`src/rtl/multicycle_control.sv`:
```
// Multicycle processor control unit. The next-state logic follows the opcode.
// The control strobes are decoded from the current state. A few strobes are
// also gated by i_memReady. Reset forces every output low at once.
module multicycle_control (
  input  logic       i_clk,
  input  logic       i_rst_n,
  input  logic [5:0] i_instrCode,
  input  logic       i_memReady,
  output logic       o_pcWrite,
  output logic       o_pcWriteCond,
  output logic       o_iorD,
  output logic       o_memRead,
  output logic       o_memWrite,
  output logic       o_irWrite,
  output logic       o_memToReg,
  output logic       o_regDst,
  output logic       o_regWrite,
  output logic       o_aluSrcA,
  output logic       o_extOp,
  output logic       o_illegal,
  output logic [1:0] o_aluSrcB,
  output logic [1:0] o_aluOp,
  output logic [1:0] o_pcSource,
  output logic [3:0] o_state
);

  typedef enum logic [3:0] {
    FETCH     = 4'd0,
    DECODE    = 4'd1,
    MEM_ADR   = 4'd2,
    MEM_READ  = 4'd3,
    MEM_WB    = 4'd4,
    MEM_WRITE = 4'd5,
    R_EXEC    = 4'd6,
    R_WB      = 4'd7,
    BRANCH    = 4'd8,
    JUMP      = 4'd9,
    IMM_EXEC  = 4'd10,
    IMM_WB    = 4'd11
  } state_t;

  localparam logic [5:0] OP_RTYPE = 6'b000000;
  localparam logic [5:0] OP_LW    = 6'b100011;
  localparam logic [5:0] OP_SW    = 6'b101011;
  localparam logic [5:0] OP_BEQ   = 6'b000100;
  localparam logic [5:0] OP_J     = 6'b000010;
  localparam logic [5:0] OP_ADDI  = 6'b001000;
  localparam logic [5:0] OP_ADDIU = 6'b001001;
  localparam logic [5:0] OP_ANDI  = 6'b001100;
  localparam logic [5:0] OP_ORI   = 6'b001101;
  localparam logic [5:0] OP_SLTI  = 6'b001010;

  state_t     state;
  state_t     nextState;
  logic [5:0] latchedOp;

  // Immediate-format ALU instructions share the IMM_EXEC/IMM_WB path.
  function automatic logic isImmOp(input logic [5:0] op);
    return (op == OP_ADDI) || (op == OP_ADDIU) || (op == OP_ANDI) ||
           (op == OP_ORI)  || (op == OP_SLTI);
  endfunction

  // Logical immediates take a zero-extended operand.
  function automatic logic isZeroExtOp(input logic [5:0] op);
    return (op == OP_ANDI) || (op == OP_ORI);
  endfunction

  // Any opcode outside the supported set is illegal.
  function automatic logic isLegalOp(input logic [5:0] op);
    return (op == OP_RTYPE) || (op == OP_LW) || (op == OP_SW) ||
           (op == OP_BEQ) || (op == OP_J) || isImmOp(op);
  endfunction

  // State register and opcode latch. The opcode is captured on the DECODE edge.
  always_ff @(posedge i_clk or negedge i_rst_n) begin
    if (!i_rst_n) begin
      state     <= FETCH;
      latchedOp <= OP_RTYPE;
    end else begin
      state <= nextState;
      if (state == DECODE) latchedOp <= i_instrCode;
    end
  end

  // Next-state selection. DECODE dispatches on the live opcode; later states use the latched copy.
  always_comb begin
    nextState = FETCH;
    case (state)
      FETCH:     nextState = i_memReady ? DECODE : FETCH;
      DECODE: begin
        if (i_instrCode == OP_RTYPE)                           nextState = R_EXEC;
        else if ((i_instrCode == OP_LW) || (i_instrCode == OP_SW)) nextState = MEM_ADR;
        else if (i_instrCode == OP_BEQ)                        nextState = BRANCH;
        else if (i_instrCode == OP_J)                          nextState = JUMP;
        else if (isImmOp(i_instrCode))                         nextState = IMM_EXEC;
        else                                                   nextState = FETCH;
      end
      MEM_ADR:   nextState = (latchedOp == OP_LW) ? MEM_READ : MEM_WRITE;
      MEM_READ:  nextState = i_memReady ? MEM_WB : MEM_READ;
      MEM_WB:    nextState = FETCH;
      MEM_WRITE: nextState = i_memReady ? FETCH : MEM_WRITE;
      R_EXEC:    nextState = R_WB;
      R_WB:      nextState = FETCH;
      BRANCH:    nextState = FETCH;
      JUMP:      nextState = FETCH;
      IMM_EXEC:  nextState = IMM_WB;
      IMM_WB:    nextState = FETCH;
      default:   nextState = FETCH;
    endcase
  end

  // Output decode from the current state. Reset overrides everything, so outputs drop without waiting for a clock.
  always_comb begin
    o_pcWrite     = 1'b0;
    o_pcWriteCond = 1'b0;
    o_iorD        = 1'b0;
    o_memRead     = 1'b0;
    o_memWrite    = 1'b0;
    o_irWrite     = 1'b0;
    o_memToReg    = 1'b0;
    o_regDst      = 1'b0;
    o_regWrite    = 1'b0;
    o_aluSrcA     = 1'b0;
    o_extOp       = 1'b1;
    o_illegal     = 1'b0;
    o_aluSrcB     = 2'b00;
    o_aluOp       = 2'b00;
    o_pcSource    = 2'b00;
    o_state       = state;
    case (state)
      FETCH: begin
        o_memRead = 1'b1;
        o_aluSrcB = 2'b01;
        o_irWrite = i_memReady;
        o_pcWrite = i_memReady;
      end
      DECODE: begin
        o_aluSrcB = 2'b11;
        o_illegal = !isLegalOp(i_instrCode);
      end
      MEM_ADR: begin
        o_aluSrcA = 1'b1;
        o_aluSrcB = 2'b10;
      end
      MEM_READ: begin
        o_memRead = 1'b1;
        o_iorD    = 1'b1;
      end
      MEM_WB: begin
        o_regWrite = 1'b1;
        o_memToReg = 1'b1;
      end
      MEM_WRITE: begin
        o_iorD     = 1'b1;
        o_memWrite = i_memReady;
      end
      R_EXEC: begin
        o_aluSrcA = 1'b1;
        o_aluOp   = 2'b10;
      end
      R_WB: begin
        o_regDst   = 1'b1;
        o_regWrite = 1'b1;
      end
      BRANCH: begin
        o_aluSrcA     = 1'b1;
        o_aluOp       = 2'b01;
        o_pcWriteCond = 1'b1;
        o_pcSource    = 2'b01;
      end
      JUMP: begin
        o_pcWrite  = 1'b1;
        o_pcSource = 2'b10;
      end
      IMM_EXEC: begin
        o_aluSrcA = 1'b1;
        o_aluSrcB = 2'b10;
        o_aluOp   = 2'b11;
        o_extOp   = !isZeroExtOp(latchedOp);
      end
      IMM_WB: begin
        o_aluSrcA  = 1'b1;
        o_aluSrcB  = 2'b10;
        o_aluOp    = 2'b11;
        o_regWrite = 1'b1;
        o_extOp    = !isZeroExtOp(latchedOp);
      end
      default: begin
      end
    endcase
    if (!i_rst_n) begin
      o_pcWrite     = 1'b0;
      o_pcWriteCond = 1'b0;
      o_iorD        = 1'b0;
      o_memRead     = 1'b0;
      o_memWrite    = 1'b0;
      o_irWrite     = 1'b0;
      o_memToReg    = 1'b0;
      o_regDst      = 1'b0;
      o_regWrite    = 1'b0;
      o_aluSrcA     = 1'b0;
      o_extOp       = 1'b0;
      o_illegal     = 1'b0;
      o_aluSrcB     = 2'b00;
      o_aluOp       = 2'b00;
      o_pcSource    = 2'b00;
      o_state       = 4'd0;
    end
  end

endmodule

```
`config.mk`:
```
export PLATFORM = sky130hd
export DESIGN_NAME = multicycle_control
export DESIGN_NICKNAME = d
export VERILOG_FILES = /design/src/rtl/multicycle_control.sv
export SDC_FILE = /design/constraint.sdc
export NUM_CORES = 1
export LEC_CHECK = 0
export BUFFER_PORTS_ARGS = -buffer_cell sky130_fd_sc_hd__buf_4
export CORE_MARGIN = 2
export CORE_UTILIZATION = 49
export CTS_CLUSTER_DIAMETER = 150
export DETAILED_ROUTE_END_ITERATION = 7
export GPL_TIMING_DRIVEN = 1
export PLACE_DENSITY = 0.78
export SYNTH_ARGS = -nofsm -noshare
export SYNTH_HDL_FRONTEND = slang
export SYNTH_SLANG_ARGS = --single-unit
```
`constraint.sdc`:
```
create_clock -name i_clk -period 1.7 [get_ports i_clk]
set_input_delay 0.085 -clock i_clk [delete_from_list [all_inputs] [get_ports i_clk]]
set_output_delay 0.085 -clock i_clk [all_outputs]
set_load 0.02 [all_outputs]
```
==> out/metrics.cfg <==
[cells_and_area]
nFillCells = 156
regArea_sq_um = 253
layout.cells.non_filler = 171
utilization_pct = 69.8
multi_input_area_sq_um = 613
antenna_cells = 0
final_nets = 156
area_growth_pct = 32.9
drive_gt1_share_pct = 36.3

[sta]
rsz0062_at_grt = no
tightest_slew_ns = 0.314
slew_viol_final = 0
finalCriticalPeriod_ns = 1.59
setup_viol = 0
finalCritPeriodShare_pct = 93.6
clock.fmax_mhz = 629
hold_viol = 0
maxSlewHeadroom_pct = 78.7
skew_ns = 0.000322

[synthesis]
synth.distinct_cells = 39
synth_most_common_cell = nor2_1
synth.area.top_cells = dfrtp_1, mux2_2, nor2_1, nor3_1, and2_1
ys_ff_latch = 10
yosysWarnings = 0
synthesis.nets = 125
synth-edff-count = 0
syn_inst = 116
syn-cell-area_sq_um = 917
ys_top_cells_by_count = nor2_1, dfrtp_1, nor3_1
synth_top_cell_area_share_pct = 27.3
synthFlopType = dfrtp_1
async_reset_ff_share_pct = 100
ys_seq_area_share_pct = 27.3
synth_top_area_cell = dfrtp_1
syn_avg_cell_area_sq_um = 7.91

[flow_run]
cap_violations = 0

[floorplan]
start_util_pct = 52.5
fp.dieH_um = 47.3
num_rows = 15
io_pins = 31
die_width_um = 47.3
dieArea_sq_um = 2230
core_sq_um = 1750

[clock_network]
clk_pin_slew_ns = 0.07
htreeDepth = 1
clk_path_buf_depth = 2
tritoncts = built
cts_buffers = 3
insertion_delay_ns = 0.27
cts.sinks = 10
cts-root-buf = clkbuf_4

[worst_setup_path]
crit_type = flop to output port
worstPathArrival_ns = 1.51
cp-end-kind = output port
crit_path_start_kind = flop
crit_fanout = 21
r2r_setup_slack_ns = 0.19
crit_required_ns = 1.62

[grt]
grt_overflow = 0
grt_usage_pct = 21.4
grt_max_degree = 25
first_global_vias = 745
grt_pass1_wl_um = 3390
antenna_found_initial = 0

[detailed_routing]
routed_wl_um = 2290
drc = 0
vias = 943
drt_iter0_markers = 21
via_per_inst = 5.51
ant_nets = 0
drt-pass1-iter-count = 4
avgRoutedWirePerCell_um = 13.4

[power_and_ir_drop]
p_comb_share_pct = 52.4
p_clk_share_pct = 16.5
cellPowerDensity_nw_per_um2 = 1110
p_switching_w = 0.000540
ir_worst_vdd_uv = 644
p_sw_share_pct = 39.9
intPower_w = 0.000812
power_leakage_nw = 0.547
seq_power_share_pct = 31.1

[outcome]
run_status = finished clean

[place]
hpwlAfterDp_um = 1610
place_inst = 163
io_buffer_count = 30
gp_congestion = 0.837

[hold_path]
hold_class = input pin to flop

per-layer routing:
layer	global-route usage [%]	wire length [um]
met1	29.5	1070
met2	32.4	1070
met3	6.92	134
met4	5.00	11
met5	0	0
placed cells by master (no fill, tap or decap), types with 2 or more instances in the layout:
cell,n
nor3b_1,4
nor2_1,12
nand2b_1,4
nor3_1,7
nand3_1,7
o221ai_1,2
a21oi_1,6
inv_1,2
mux2_2,6
nand2_1,4
nor2b_1,5
and2_1,6
o21a_1,3
dfrtp_1,8
dfrtp_2,2
buf_4,35
o21ai_0,5
clkbuf_4,3
sequential cells by signal, summed over array words and instances, names as in the netlist:
register   cells
latchedOp      6
state          4
repair_timing:
action | in CTS | in global routing
setup endpoints to repair | 6 | 7
hold buffers | 1 | 0
pin swaps | 1 | 1
endpoints found under the hold margin | 10 | 0
buffers inserted | 0 | 3
gates resized for setup | 1 | 2
cells by family after synthesis:
kind of cell,count (synthesis),share of synthesized area [%]
simple gates,62,40.0
compound gates,23,16.5
buf+inv,13,6.96
flops,10,27.3
mux,6,7.37
xor+xnor,2,1.91
power by group through the flow:
stage               logic, W  registers [W]  clock network [W]
floorplan           0.000511       0.000380                  0
global placement    0.000633       0.000421                  0
detailed placement  0.000650       0.000430                  0
CTS                 0.000660       0.000425           0.000226
global route        0.000761       0.000432           0.000238
finish              0.000709       0.000420           0.000223
worst max-delay path, cell delays in order, from the launching register on:
cell	delay [ns]
dfrtp_1	0.41
buf_4	0.24
nor2b_1	0.22
xnor2_1	0.14
nor2_1	0.06
buf_4	0.15
through the flow:
stage	power, W	setup slack, ns	cell area, sq um	hold slack [ns]	setup TNS (ns)
floorplan	0.000891	0.189	922	-0.211	0
global placement	0.00105	0.184	1140	-0.0382	0
detailed placement	0.00108	0.155	1140	-0.0348	0
CTS	0.00131	-0.0684	1190	0.0823	-0.0684
global route	0.00143	0.00390	1220	0.0837	0
finish	0.00135	0.110	1220	0.0874	0
path summary, 6_finish.rpt:
check / from / end / cells after the start
worst max-delay path: state[0] / o_aluSrcB[1] / 5
worst min-delay path: i_instrCode[2] / latchedOp[2] / 2
worst max register to register: state[2] / state[0] / 4
worst min register to register: latchedOp[0] / latchedOp[0] / 1
max in group asynchronous: i_rst_n / state[3] / 2
min in group asynchronous: i_rst_n / latchedOp[4] / 2
final cells by class:
cell class,instances,area share [%]
Multi-Input combinational cell,93,50.3
Timing Repair Buffer,37,22.8
Sequential cell,10,20.7
Clock buffer,4,2.98
Tap cell,25,2.57
Inverter,2,0.616
No activity file was read; power rests on OpenSTA's default activity.
